$ cat src/rtl/router_pkg.sv
// Shared router definitions: data/depth defaults, header field layout and
// the tagged word stored in each per-destination FIFO.
package router_pkg;

  localparam int ROUTER_DATA_W     = 8;
  localparam int ROUTER_FIFO_DEPTH = 16;

  // Header byte layout: length in [7:2], destination address in [1:0].
  localparam int HDR_LEN_MSB  = 7;
  localparam int HDR_LEN_LSB  = 2;
  localparam int HDR_ADDR_MSB = 1;
  localparam int HDR_ADDR_LSB = 0;

  typedef struct packed {
    logic [HDR_LEN_MSB-HDR_LEN_LSB:0]   len;
    logic [HDR_ADDR_MSB-HDR_ADDR_LSB:0] addr;
  } hdr_t;

  typedef struct packed {
    logic                     hdr;
    logic [ROUTER_DATA_W-1:0] data;
  } fifo_word_t;

endpackage

$ cat src/rtl/router_fifo_ptr.sv
// FIFO pointer with wrap bit: low AW bits index the array, MSB toggles on
// every rollover so full and empty can be told apart.
module router_fifo_ptr #(
  parameter int AW = 4
) (
  input  logic        clock,
  input  logic        resetn,
  input  logic        clear,
  input  logic        inc,
  output logic [AW:0] ptr
);

  always_ff @(posedge clock or negedge resetn) begin
    if (!resetn) begin
      ptr <= '0;
    end else if (clear) begin
      ptr <= '0;
    end else if (inc) begin
      ptr <= ptr + 1'b1;
    end
  end

endmodule

$ cat src/rtl/router_fifo.sv
// Per-destination packet buffer of the 1x3 router: stores header-tagged
// bytes and tracks the remaining bytes of the packet being drained.
module router_fifo
  import router_pkg::*;
#(
  parameter int DEPTH = ROUTER_FIFO_DEPTH,
  parameter int WIDTH = ROUTER_DATA_W
) (
  input  logic             clock,
  input  logic             resetn,
  input  logic             soft_reset,
  input  logic             write_enb,
  input  logic             read_enb,
  input  logic             lfd_state,
  input  logic [WIDTH-1:0] data_in,
  output logic [WIDTH-1:0] data_out,
  output logic             full,
  output logic             empty
);

  localparam int AW = $clog2(DEPTH);

  logic [AW:0]    wr_ptr;
  logic [AW:0]    rd_ptr;
  logic [WIDTH:0] mem [DEPTH];
  logic [WIDTH:0] rd_word;
  logic [6:0]     pkt_cnt;
  logic           wr_acc;
  logic           rd_acc;

  assign empty  = (wr_ptr == rd_ptr);
  assign full   = (wr_ptr[AW-1:0] == rd_ptr[AW-1:0]) && (wr_ptr[AW] != rd_ptr[AW]);
  assign wr_acc = write_enb && !full && !soft_reset;
  assign rd_acc = read_enb && !empty && !soft_reset;
  assign rd_word = mem[rd_ptr[AW-1:0]];

  router_fifo_ptr #(.AW(AW)) u_wr_ptr (
    .clock  (clock),
    .resetn (resetn),
    .clear  (soft_reset),
    .inc    (wr_acc),
    .ptr    (wr_ptr)
  );

  router_fifo_ptr #(.AW(AW)) u_rd_ptr (
    .clock  (clock),
    .resetn (resetn),
    .clear  (soft_reset),
    .inc    (rd_acc),
    .ptr    (rd_ptr)
  );

  // Storage is deliberately left out of both resets; the pointers define validity.
  always_ff @(posedge clock) begin
    if (wr_acc) begin
      mem[wr_ptr[AW-1:0]] <= {lfd_state, data_in};
    end
  end

  // A header reloads the counter with payload length plus parity; data_out
  // returns to zero only once the packet has been fully drained.
  always_ff @(posedge clock or negedge resetn) begin
    if (!resetn) begin
      data_out <= '0;
      pkt_cnt  <= '0;
    end else if (soft_reset) begin
      data_out <= '0;
      pkt_cnt  <= '0;
    end else if (rd_acc) begin
      data_out <= rd_word[WIDTH-1:0];
      if (rd_word[WIDTH]) begin
        pkt_cnt <= 7'(rd_word[HDR_LEN_MSB:HDR_LEN_LSB]) + 7'd1;
      end else if (pkt_cnt != 7'd0) begin
        pkt_cnt <= pkt_cnt - 7'd1;
      end
    end else if (pkt_cnt == 7'd0) begin
      data_out <= '0;
    end
  end

endmodule

$ cat config.mk
export PLATFORM = sky130hd
export DESIGN_NAME = router_fifo
export DESIGN_NICKNAME = d
export VERILOG_FILES = /design/src/rtl/router_pkg.sv /design/src/rtl/router_fifo_ptr.sv /design/src/rtl/router_fifo.sv
export SDC_FILE = /design/constraint.sdc
export NUM_CORES = 1
export LEC_CHECK = 0
export ABC_AREA = 1
export ABC_CLOCK_PERIOD_IN_PS = 3200
export BUFFER_PORTS_ARGS = -buffer_cell sky130_fd_sc_hd__buf_4
export CORE_MARGIN = 2
export CORE_UTILIZATION = 30
export DETAILED_ROUTE_END_ITERATION = 12
export SLEW_MARGIN = 0
export SYNTH_ARGS = -nofsm -noshare
export SYNTH_HDL_FRONTEND = slang
export SYNTH_SLANG_ARGS = --single-unit
$ cat constraint.sdc
create_clock -name clock -period 3.2 [get_ports clock]
set_clock_uncertainty 0.1 [all_clocks]
set_input_delay 0.48 -clock clock [delete_from_list [all_inputs] [get_ports clock]]
set_output_delay 0.48 -clock clock [all_outputs]
set_load 0.05 [all_outputs]
==> metrics.md <==
| Metric | Value |
|---|---|
| Outcome | complete, no violations |
| Crit path required time | 3.16 ns |
| Vias in the first global route | 5053 |
| DRC Markers | 0 |
| Syn Nets | around 750 |
| Avg Cell Area, Syn | about 10 sq um |
| PwrDens | ~620 nW/um^2 |
| Final setup fails | 0 |
| Antenna Cells | 0 |
| Io pins | 24 |
| Drt pass-1 iters | 5 |
| Inserted Clock Buffers | 17 |
| CTS resizes | 0 |
| Crit-path slowest cell | dfrtp_2 |
| Congestion Overflow GR | 0 |
| Post-DP Area | ~8000 sq um |
| Sink Count | around 170 |
| Maximum clock rate | roughly 0.38 GHz |
| Routed WL | approximately 19000 um |
| Arrival time worst endpoint | between 2 and 3 ns |
| Initial DRC count | 426 |
| Tightest Pin Transition | between 0.7 and 0.8 ns |
| Critical path's top delay family | simple AND/OR/NAND/NOR gates |
| Die area | ~26000 sq um |
| Post-route cell area | just under 9000 sq um |
| Synth Instances | ~720 |
| Cell mode on critical path | nand2_1 |
| Crit path buf inv count | 1 |
| CTS root buf | clkbuf_16 |
| Total Power | 0.00543 W |
| Total Nets Final | about 790 |
| Core area | about 25000 sq um |
| Row Count | between 50 and 60 |
| Insertion delay to the later sink of the worst-skew pair | 0.44 ns |
| RSZ-0062 raised after global routing | no |
| Seq/Total Area, Yosys | about two thirds |
| Initial Utilization | ~30% |
| WS Path Type | reg -> reg |
| Slew Viols, Final | 0 |
| Crit end category | flop |
| Worst slew margin | around half |
| Antenna violations before repair | 0 |
| Clk slew on worst S/H paths | approximately 0.060 ns |
| Tcrit/Tclk final | a little over 80% |
| Pleak | around 3.6 nW |
| Largest net degree at the start of global routing | 37 |
| GRT Total Usage | between 10% and 20% |
| Seq cells post-synth | ~170 |
| TritonCTS clock tree | built |
| CTS H-tree lvls | 4 |
| Final Hold Fails | 0 |
| CTS Buffer Depth | 2 |
| Cell Area, Synth | ~7600 sq um |
| First-pass GRT wire length | between 20000 and 30000 um |
| VDD IR-drop max | 0.326 mV |
| Die extent in x | around 160 um |
| Worst R2R Setup Slack | around 0.58 ns |
| Routed vias | 5143 |
| Setup TNS | 0 ns |
| Worst path max stage delay | 0.65 ns |
| CP Launch Type | flop |
| Netlist cell types | 37 |
| Share of cells above drive strength 1 | a little over an eighth |
| Post-DP HPWL | 12500 um |
| Die H | ~160 um |
| Area Overhead vs Synth | 15.5% |
| Antenna-violating nets left | 0 |
| Max-cap violations | 0 |
| Tightest Hold Check Type | in -> reg |
| CP Cell Sequence | inv_2 > nand2_1 > a21oi_2 > nand3_1 > nand2_1 > nor2_1 > nand2_1 > nor2_1 |
| Avg WL per Cell | approximately 17 um |
| Ys Warns | 0 |
| Vias per Instance | 4.65 |
| Gpl congestion | around 0.83 |
| CP Max Fanout | 23 |
| Tmin final | about 2.6 ns |
| Number of port buffers | 23 |
## power breakdown
part	internal [W]	switching, W	leakage (nW)
combinational	0.000276	0.000611	1.64
clock	0.00111	0.000942	0.287
sequential	0.00244	0.0000550	1.64
total	0.00382	0.00161	3.57
## cell families (layout without fill, tap and decap cells)
group	Yosys count	after routing	synth area share [%]
compound gates	82	82	6.60
flops	169	169	65.4
simple gates	353	353	19.3
fa+ha+maj	8	8	1.32
buf+inv	106	159	6.68
xor+xnor	6	6	0.695
## layout make-up
type                    count  area (sq um)
inverters                  78           293
flip-flops and latches    169          4950
multi-input cells         449          2110
repair buffers             49           383
clock buffers              18           429
clock inverters            14           156
fillers                  2520         16200
well taps                 330           413
## state kept, by name, indices dropped and copies added (netlist names)
| register | flops |
|---|---|
| data_out | 8 |
| u_rd_ptr.ptr | 5 |
| pkt_cnt | 7 |
| mem | 144 |
| u_wr_ptr.ptr | 5 |
## path summary, 6_finish.rpt
| path | cells after the start | endpoint | startpoint |
|---|---|---|---|
| setup / recovery | 8 | mem[2][4]$_DFFE_PP_ | u_rd_ptr.ptr[0]$_DFFE_PN0P_ |
| hold / removal | 3 | u_wr_ptr.ptr[4]$_DFFE_PN0P_ | soft_reset |
| max in group asynchronous | 2 | u_rd_ptr.ptr[0]$_DFFE_PN0P_ | resetn |
| hold reg to reg | 2 | data_out[7]$_DFFE_PN0P_ | data_out[7]$_DFFE_PN0P_ |
| min in group asynchronous | 2 | u_wr_ptr.ptr[2]$_DFFE_PN0P_ | resetn |
| setup reg to reg | 8 | mem[2][4]$_DFFE_PP_ | u_rd_ptr.ptr[0]$_DFFE_PN0P_ |
## cells in the mapped netlist
| cell type | number | share of area [%] |
|---|---|---|
| a21oi_4 | 1 | 0.22 |
| ha_1 | 8 | 1.3 |
| buf_6 | 8 | 1.2 |
| o21ai_1 | 15 | 0.99 |
| xnor2_1 | 1 | 0.12 |
| o211ai_2 | 1 | 0.17 |
| o21a_1 | 1 | 0.099 |
| buf_4 | 10 | 0.99 |
| a32o_1 | 3 | 0.40 |
| inv_1 | 71 | 3.5 |
| a21o_1 | 1 | 0.099 |
| nand2_1 | 216 | 11 |
| a21oi_1 | 19 | 1.3 |
| o211ai_1 | 2 | 0.20 |
| a221oi_2 | 1 | 0.20 |
| a22oi_1 | 3 | 0.30 |
| nor3_1 | 7 | 0.46 |
| clkbuf_1 | 2 | 0.099 |
| xor2_1 | 5 | 0.58 |
| nand3_2 | 2 | 0.26 |
| a21oi_2 | 1 | 0.12 |
| nor2_4 | 1 | 0.15 |
| a22o_1 | 3 | 0.35 |
| nor2_2 | 6 | 0.50 |
| dfrtp_1 | 25 | 8.3 |
| buf_2 | 8 | 0.53 |
| o21bai_1 | 1 | 0.099 |
| nand3_1 | 56 | 3.7 |
| nand4_1 | 2 | 0.17 |
| inv_2 | 7 | 0.35 |
| edfxtp_1 | 144 | 57 |
| or2_2 | 1 | 0.083 |
| o22ai_1 | 4 | 0.33 |
| nor2_1 | 58 | 2.9 |
| o31ai_1 | 2 | 0.20 |
| o21ai_0 | 24 | 1.6 |
| nand2_2 | 4 | 0.33 |
## tightest hold or removal path, delay by kind of cell
family | cells | cell delay (ns)
AOI/OAI and AO/OA | 2 | 0.16
buffers and inverters | 1 | 0.15
## repair_timing
action | 4_1_cts | 5_1_grt
hold buffers | 1 | 0
endpoints found under the setup margin | 0 | 0
buffers inserted | 0 | 0
hold endpoints to repair | 25 | 0
## metal layers
layer / vias to the layer above / routed length [um] / track usage [%]
met2: 127 / 8360 / 22.1
met4: 0 / 210 / 3.74
li1: 2492 / - / -
met1: 2510 / 9160 / 21.7
met5: - / 0 / 0
met3: 14 / 866 / 3.26
## stage by stage
step | hold WS (ns) | setup WS [ns] | util (%) | instances
2_1_floorplan | 0.0844 | 0.828 | - | 724
3_3_place_gp | 0.316 | 0.646 | 32.6 | 1074
3_5_place_dp | 0.315 | 0.605 | 32.6 | 1074
4_1_cts | 0.289 | 0.606 | 35.0 | 1107
5_1_grt | 0.303 | 0.320 | 35.0 | 1107
6_report | 0.303 | 0.576 | 35.0 | 1107
## layout by cell type, fill, tap and decap left out, types with 6 or more instances in the layout
master	instances
a21oi_1	19
buf_4	47
clkbuf_16	17
dfrtp_1	24
edfxtp_1	144
ha_1	8
inv_1	71
inv_2	7
nand2_1	216
nand3_1	56
nor2_1	58
nor2_2	6
nor3_1	7
o21ai_0	24
o21ai_1	15
(Power assumes the default switching activity.)
